===== config.mk =====
export PLATFORM = sky130hd
export DESIGN_NAME = game_sequencer
export DESIGN_NICKNAME = d
export VERILOG_FILES = /design/src/rtl/snake_pkg.sv /design/src/rtl/ir_cmd_decode.sv /design/src/rtl/game_sequencer.sv
export SDC_FILE = /design/constraint.sdc
export NUM_CORES = 1
export LEC_CHECK = 0
export BUFFER_PORTS_ARGS = -buffer_cell sky130_fd_sc_hd__buf_4
export CAP_MARGIN = 20
export CELL_PAD_IN_SITES_DETAIL_PLACEMENT = 0
export CELL_PAD_IN_SITES_GLOBAL_PLACEMENT = 1
export CORE_MARGIN = 3
export CORE_UTILIZATION = 41
export DETAILED_ROUTE_END_ITERATION = 10
export PLACE_DENSITY = 0.83
export REMOVE_ABC_BUFFERS = 1
export SYNTH_ARGS = -nofsm -noshare
export SYNTH_HDL_FRONTEND = slang
export SYNTH_SLANG_ARGS = --single-unit

===== constraint.sdc =====
create_clock -name clk -period 6 [get_ports clk]
set_input_delay 1.2 -clock clk [delete_from_list [all_inputs] [get_ports clk]]
set_output_delay 1.2 -clock clk [all_outputs]
set_load 0.05 [all_outputs]

===== src/rtl/snake_pkg.sv =====
// Shared types, IR remote codes and small helpers for the snake game controller.
package snake_pkg;

  typedef enum logic [2:0] {ST_START, ST_COUNTDOWN, ST_PLAY, ST_PAUSE, ST_OVER} state_t;
  typedef enum logic [1:0] {SCR_START, SCR_GAME, SCR_END} screen_t;
  typedef enum logic [1:0] {DIR_UP, DIR_DOWN, DIR_LEFT, DIR_RIGHT} dir_t;
  typedef enum logic [2:0] {
    CMD_NONE, CMD_UP, CMD_DOWN, CMD_LEFT, CMD_RIGHT, CMD_ENTER, CMD_MENU
  } cmd_t;

  localparam logic [31:0] IR_UP    = 32'h20DF6A95;
  localparam logic [31:0] IR_DOWN  = 32'h20DFEA15;
  localparam logic [31:0] IR_LEFT  = 32'h20DF1AE5;
  localparam logic [31:0] IR_RIGHT = 32'h20DF9A65;
  localparam logic [31:0] IR_ENTER = 32'h20DF5AA5;
  localparam logic [31:0] IR_MENU  = 32'h20DFC23D;

  function automatic logic is_dir_cmd(cmd_t c);
    return (c == CMD_UP) || (c == CMD_DOWN) || (c == CMD_LEFT) || (c == CMD_RIGHT);
  endfunction

  function automatic dir_t cmd_dir(cmd_t c);
    case (c)
      CMD_UP:   return DIR_UP;
      CMD_DOWN: return DIR_DOWN;
      CMD_LEFT: return DIR_LEFT;
      default:  return DIR_RIGHT;
    endcase
  endfunction

  function automatic dir_t dir_reverse(dir_t d);
    case (d)
      DIR_UP:   return DIR_DOWN;
      DIR_DOWN: return DIR_UP;
      DIR_LEFT: return DIR_RIGHT;
      default:  return DIR_LEFT;
    endcase
  endfunction

  function automatic screen_t screen_of(state_t s);
    case (s)
      ST_START: return SCR_START;
      ST_OVER:  return SCR_END;
      default:  return SCR_GAME;
    endcase
  endfunction

endpackage


===== src/rtl/ir_cmd_decode.sv =====
// Registers a decoded IR word as a one-cycle command; idle cycles read CMD_NONE.
module ir_cmd_decode
  import snake_pkg::*;
(
  input  logic        clk,
  input  logic        reset_n,
  input  logic [31:0] word,
  input  logic        word_valid,
  output cmd_t        cmd
);

  always_ff @(posedge clk or negedge reset_n) begin
    if (!reset_n) begin
      cmd <= CMD_NONE;
    end else if (word_valid) begin
      case (word)
        IR_UP:    cmd <= CMD_UP;
        IR_DOWN:  cmd <= CMD_DOWN;
        IR_LEFT:  cmd <= CMD_LEFT;
        IR_RIGHT: cmd <= CMD_RIGHT;
        IR_ENTER: cmd <= CMD_ENTER;
        IR_MENU:  cmd <= CMD_MENU;
        default:  cmd <= CMD_NONE;
      endcase
    end else begin
      cmd <= CMD_NONE;
    end
  end

endmodule


===== src/rtl/game_sequencer.sv =====
// Snake game screen sequencer: IR command driven FSM, tick gating, direction
// filtering and score / high-score tracking. All outputs are registered.
module game_sequencer
  import snake_pkg::*;
#(
  parameter int COUNTDOWN_TICKS = 3,
  parameter int SCORE_PER_SEG   = 5
) (
  input  logic        clk,
  input  logic        reset_n,
  input  logic [31:0] word,
  input  logic        word_valid,
  input  logic        game_tick,
  input  logic        game_over,
  input  logic [7:0]  length,
  output screen_t     screen_sel,
  output logic        game_step,
  output logic        game_reset,
  output dir_t        dir_cmd,
  output logic        dir_valid,
  output logic        paused,
  output logic [1:0]  countdown,
  output logic [10:0] score,
  output logic [10:0] high_score
);

  cmd_t        cmd;
  state_t      state, state_d;
  logic        game_step_d, game_reset_d, dir_valid_d;
  dir_t        dir_d;
  logic [1:0]  countdown_d;
  logic [10:0] score_d, high_score_d, play_score;

  ir_cmd_decode u_ir_cmd_decode (
    .clk        (clk),
    .reset_n    (reset_n),
    .word       (word),
    .word_valid (word_valid),
    .cmd        (cmd)
  );

  assign play_score = 11'(length) * 11'(SCORE_PER_SEG);

  always_comb begin
    state_d      = state;
    game_step_d  = 1'b0;
    game_reset_d = 1'b0;
    dir_d        = dir_cmd;
    dir_valid_d  = 1'b0;
    countdown_d  = countdown;
    score_d      = score;
    high_score_d = high_score;

    case (state)
      ST_START, ST_OVER: begin
        if (cmd == CMD_ENTER) begin
          state_d      = ST_COUNTDOWN;
          game_reset_d = 1'b1;
          countdown_d  = 2'(COUNTDOWN_TICKS);
          dir_d        = DIR_RIGHT;
          score_d      = '0;
        end else if (cmd == CMD_MENU && state == ST_OVER) begin
          state_d = ST_START;
        end
      end

      ST_COUNTDOWN: begin
        if (cmd == CMD_MENU) begin
          state_d = ST_START;
        end else if (game_tick) begin
          if (countdown <= 2'd1) begin
            countdown_d = '0;
            state_d     = ST_PLAY;
          end else begin
            countdown_d = countdown - 2'd1;
          end
        end
      end

      ST_PLAY: begin
        score_d = play_score;
        // Collision outranks the tick and any command landing in the same cycle;
        // the high score is settled on the transition so it is valid on entry to OVER.
        if (game_over) begin
          state_d = ST_OVER;
          if (play_score > high_score) high_score_d = play_score;
        end else begin
          game_step_d = game_tick;
          if (cmd == CMD_ENTER) begin
            state_d = ST_PAUSE;
          end else if (cmd == CMD_MENU) begin
            state_d = ST_START;
          end else if (is_dir_cmd(cmd) && cmd_dir(cmd) != dir_cmd &&
                       cmd_dir(cmd) != dir_reverse(dir_cmd)) begin
            dir_d       = cmd_dir(cmd);
            dir_valid_d = 1'b1;
          end
        end
      end

      ST_PAUSE: begin
        if (cmd == CMD_ENTER)     state_d = ST_PLAY;
        else if (cmd == CMD_MENU) state_d = ST_START;
      end

      default: state_d = ST_START;
    endcase
  end

  always_ff @(posedge clk or negedge reset_n) begin
    if (!reset_n) begin
      state      <= ST_START;
      screen_sel <= SCR_START;
      game_step  <= 1'b0;
      game_reset <= 1'b0;
      dir_cmd    <= DIR_RIGHT;
      dir_valid  <= 1'b0;
      paused     <= 1'b0;
      countdown  <= '0;
      score      <= '0;
      high_score <= '0;
    end else begin
      state      <= state_d;
      screen_sel <= screen_of(state_d);
      game_step  <= game_step_d;
      game_reset <= game_reset_d;
      dir_cmd    <= dir_d;
      dir_valid  <= dir_valid_d;
      paused     <= (state_d == ST_PAUSE);
      countdown  <= countdown_d;
      score      <= score_d;
      high_score <= high_score_d;
    end
  end

endmodule


==> flow_metrics.tcl <==
set metrics [dict create \
    clkTransAtPathRegs_ns 0.08 \
    fin_util 0.569 \
    antennaDiodeCount 0 \
    drive_gt1_frac 0.300 \
    synth_top_cell_by_area "dfrtp_1" \
    worstPathRequired_ns 6.17 \
    power_leakage_nw 1.57 \
    cts_setup_buffers 0 \
    ys_top_cells_by_count "36 x dfrtp_1, 24 x nand2_1, 23 x ha_1" \
    fmax_mhz 226 \
    peakVddDrop_v 0.000363 \
    cp_data_arrival_time_ns 4.60 \
    place_hpwl_mm 4.36 \
    finalMaxSlewViolations 0 \
    synthCells 240 \
    postRouteWirelength_mm 5.49 \
    grt.total_usage 0.169 \
    drtIter0Drc 105 \
    dpl.cell_count 381 \
    yosys_warnings 0 \
    synth_most_common_cell "dfrtp_1" \
    first_global_vias 1950 \
    die_h_um 82.5 \
    place.port_buffers 76 \
    pwr-share-clk 0.216 \
    setup_viol 0 \
    drv_cap 0 \
    slew_headroom 0.461 \
    cts.hold.buffers_added 0 \
    grt-ovfl-total 0 \
    netlist.area_leader.share 0.376 \
    final_cells 389 \
    synthTopCellsByArea "dfrtp_1 38%, ha_1 12%, mux2_1 4.7%" \
    drcViolationCount 0 \
    place_ws_ns 1.25 \
    cts_made_buffers 5 \
    synth_edf_count 0 \
    synth_area_per_cell_um2 9.99 \
    fin_crit_sh 0.737 \
    drt-pass1-iter-count 4 \
    synth_seq_cells 38 \
    clock-sinks 38 \
    synth-main-ff-cell "dfrtp_1" \
    period_minus_slack_ns 4.42 \
    switchingPower_mw 0.538 \
    area_growth_pct 32.3 \
    grt_max_degree 39 \
    coreArea_mm2 0.00557 \
    pwr-share-seq 0.309 \
    finalHoldViolations 0 \
    p_int_mw 0.712 \
    ys_seq_area_frac 0.397 \
    clk_path_buf_depth 2 \
    setup_ws_ns 1.58 \
    htree_levels 2 \
    clk_latency_ns 0.29 \
    fin_nets 385 \
    cts_resized 0 \
    min_path_type "reg2reg" \
    end_kind "flip-flop" \
    io_pins 77 \
    worstMarginPinSlew_ns 0.806 \
    grt_antenna_before_repair 0 \
    cts_root_buf "clkbuf_8" \
    drt-wirelength-per-cell_um 14.1 \
    antenna_left 0 \
    grt_pass1_wl_mm 8.96 \
    num_rows 27 \
    ys_types 55 \
    cts_tree "yes" \
    start_util 0.430 \
    run_status "finished clean" \
    place_congestion 0.856 \
    vias_per_cell 5.23 \
    setup_tns_ns 0 \
    vias 2033 \
    syn_area_mm2 0.00240 \
    fillers 519 \
    combPwrFrac 0.475 \
    rsz0062_at_grt "no" \
    async_reset_ff_frac 1.00 \
    crit_path_start_kind "primary input" \
    critical_path.max_fanout 11 \
    netSwitchingFraction 0.430 \
    skew_ns 0.00399 \
    critical_path_class "in2reg" \
    die-area_mm2 0.00680 \
    power_density_mw_per_mm2 394 \
    fp.dieW_um 82.5 \
]
-- per-layer routing --
| metal | vias to the layer above | part of all wire | GRT usage |
|---|---|---|---|
| li1 | 1018 | - | - |
| met1 | 948 | 0.47 | 0.236 |
| met2 | 62 | 0.45 | 0.265 |
| met3 | 5 | 0.073 | 0.0423 |
| met4 | 0 | 0.0062 | 0.0349 |
| met5 | - | 0 | 0 |
-- path summary, 6_finish.rpt --
kind / from / to / slack, ns / cells past startpoint
max in group asynchronous: reset_n / dir_cmd[0]$_DFFE_PN1P_ / 4.78 / 1
worst max register to register: state[2]$_DFF_PN0_ / high_score[7]$_DFFE_PN0P_ / 3.71 / 6
worst max-delay path: length[1] / high_score[7]$_DFFE_PN0P_ / 1.58 / 15
min in group asynchronous: reset_n / score[0]$_DFFE_PN0P_ / 0.87 / 1
worst min-delay path: score[2]$_DFFE_PN0P_ / score[2]$_DFFE_PN0P_ / 0.52 / 2
worst min register to register: score[2]$_DFFE_PN0P_ / score[2]$_DFFE_PN0P_ / 0.52 / 2
-- flip-flops by register name (all words and copies together) (netlist names) --
name / cells
game_step: 1
high_score: 11
score: 11
paused: 1
countdown: 2
dir_cmd: 2
state: 3
game_reset: 1
u_ir_cmd_decode.cmd: 3
screen_sel: 2
dir_valid: 1
-- kinds of logic after synthesis --
kind of cell             synth area share
flip-flops                          0.397
adder cells (fa/ha/maj)             0.128
buffers and inverters              0.0396
multiplexers                       0.0516
XOR/XNOR                           0.0219
AND/OR/NAND/NOR                     0.218
AO/OA/AOI/OAI                       0.143
-- area by class of cell --
type | count | area (um2) | area share
Timing Repair Buffer | 77 | 578 | 0.182
Sequential cell | 38 | 953 | 0.300
Clock buffer | 6 | 82.6 | 0.0260
Tap cell | 72 | 90.1 | 0.0284
Clock inverter | 2 | 60.1 | 0.0189
Inverter | 16 | 60.1 | 0.0189
Multi-Input combinational cell | 178 | 1350 | 0.425
-- worst max-delay path: stages --
cell       delay, ns
buf_4           0.13
ha_1            0.29
ha_1            0.22
fa_1            0.40
a21oi_1         0.24
o211ai_1        0.13
a21oi_1         0.18
xnor2_1         0.12
ha_1            0.31
nand3_1         0.12
a2111oi_0       0.46
a211oi_1        0.09
a21oi_1         0.14
buf_4           0.21
mux2_1          0.35
-- cell usage in the layout (no fill, tap or decap), types with 4 or more instances in the layout --
| master | count |
|---|---|
| nand2_1 | 24 |
| ha_1 | 23 |
| inv_1 | 16 |
| nor2_1 | 11 |
| a211oi_1 | 4 |
| dfrtp_1 | 36 |
| xor2_1 | 4 |
| o21ai_1 | 10 |
| mux2_1 | 10 |
| nand2b_1 | 7 |
| o21ai_0 | 6 |
| nor3b_1 | 4 |
| nand3b_1 | 4 |
| a21oi_1 | 15 |
| clkbuf_8 | 6 |
| buf_4 | 77 |
-- stage by stage --
step	hold slack, ns	cell area [um2]	power (mW)
final	0.518	3170	1.25
after global placement	0.504	3030	0.980
after CTS	0.522	3170	1.26
after detailed placement	0.492	3030	0.987
after floorplan	0.527	2360	0.789
after global routing	0.539	3170	1.32
-- power groups by stage --
stage / clock network, mW / logic [mW] / registers (mW)
floorplan: 0 / 0.163 / 0.626
global placement: 0 / 0.588 / 0.392
detailed placement: 0 / 0.595 / 0.392
CTS: 0.273 / 0.599 / 0.387
global route: 0.281 / 0.640 / 0.397
finish: 0.270 / 0.593 / 0.386
Note: power is estimated with default switching activity, not from simulation.
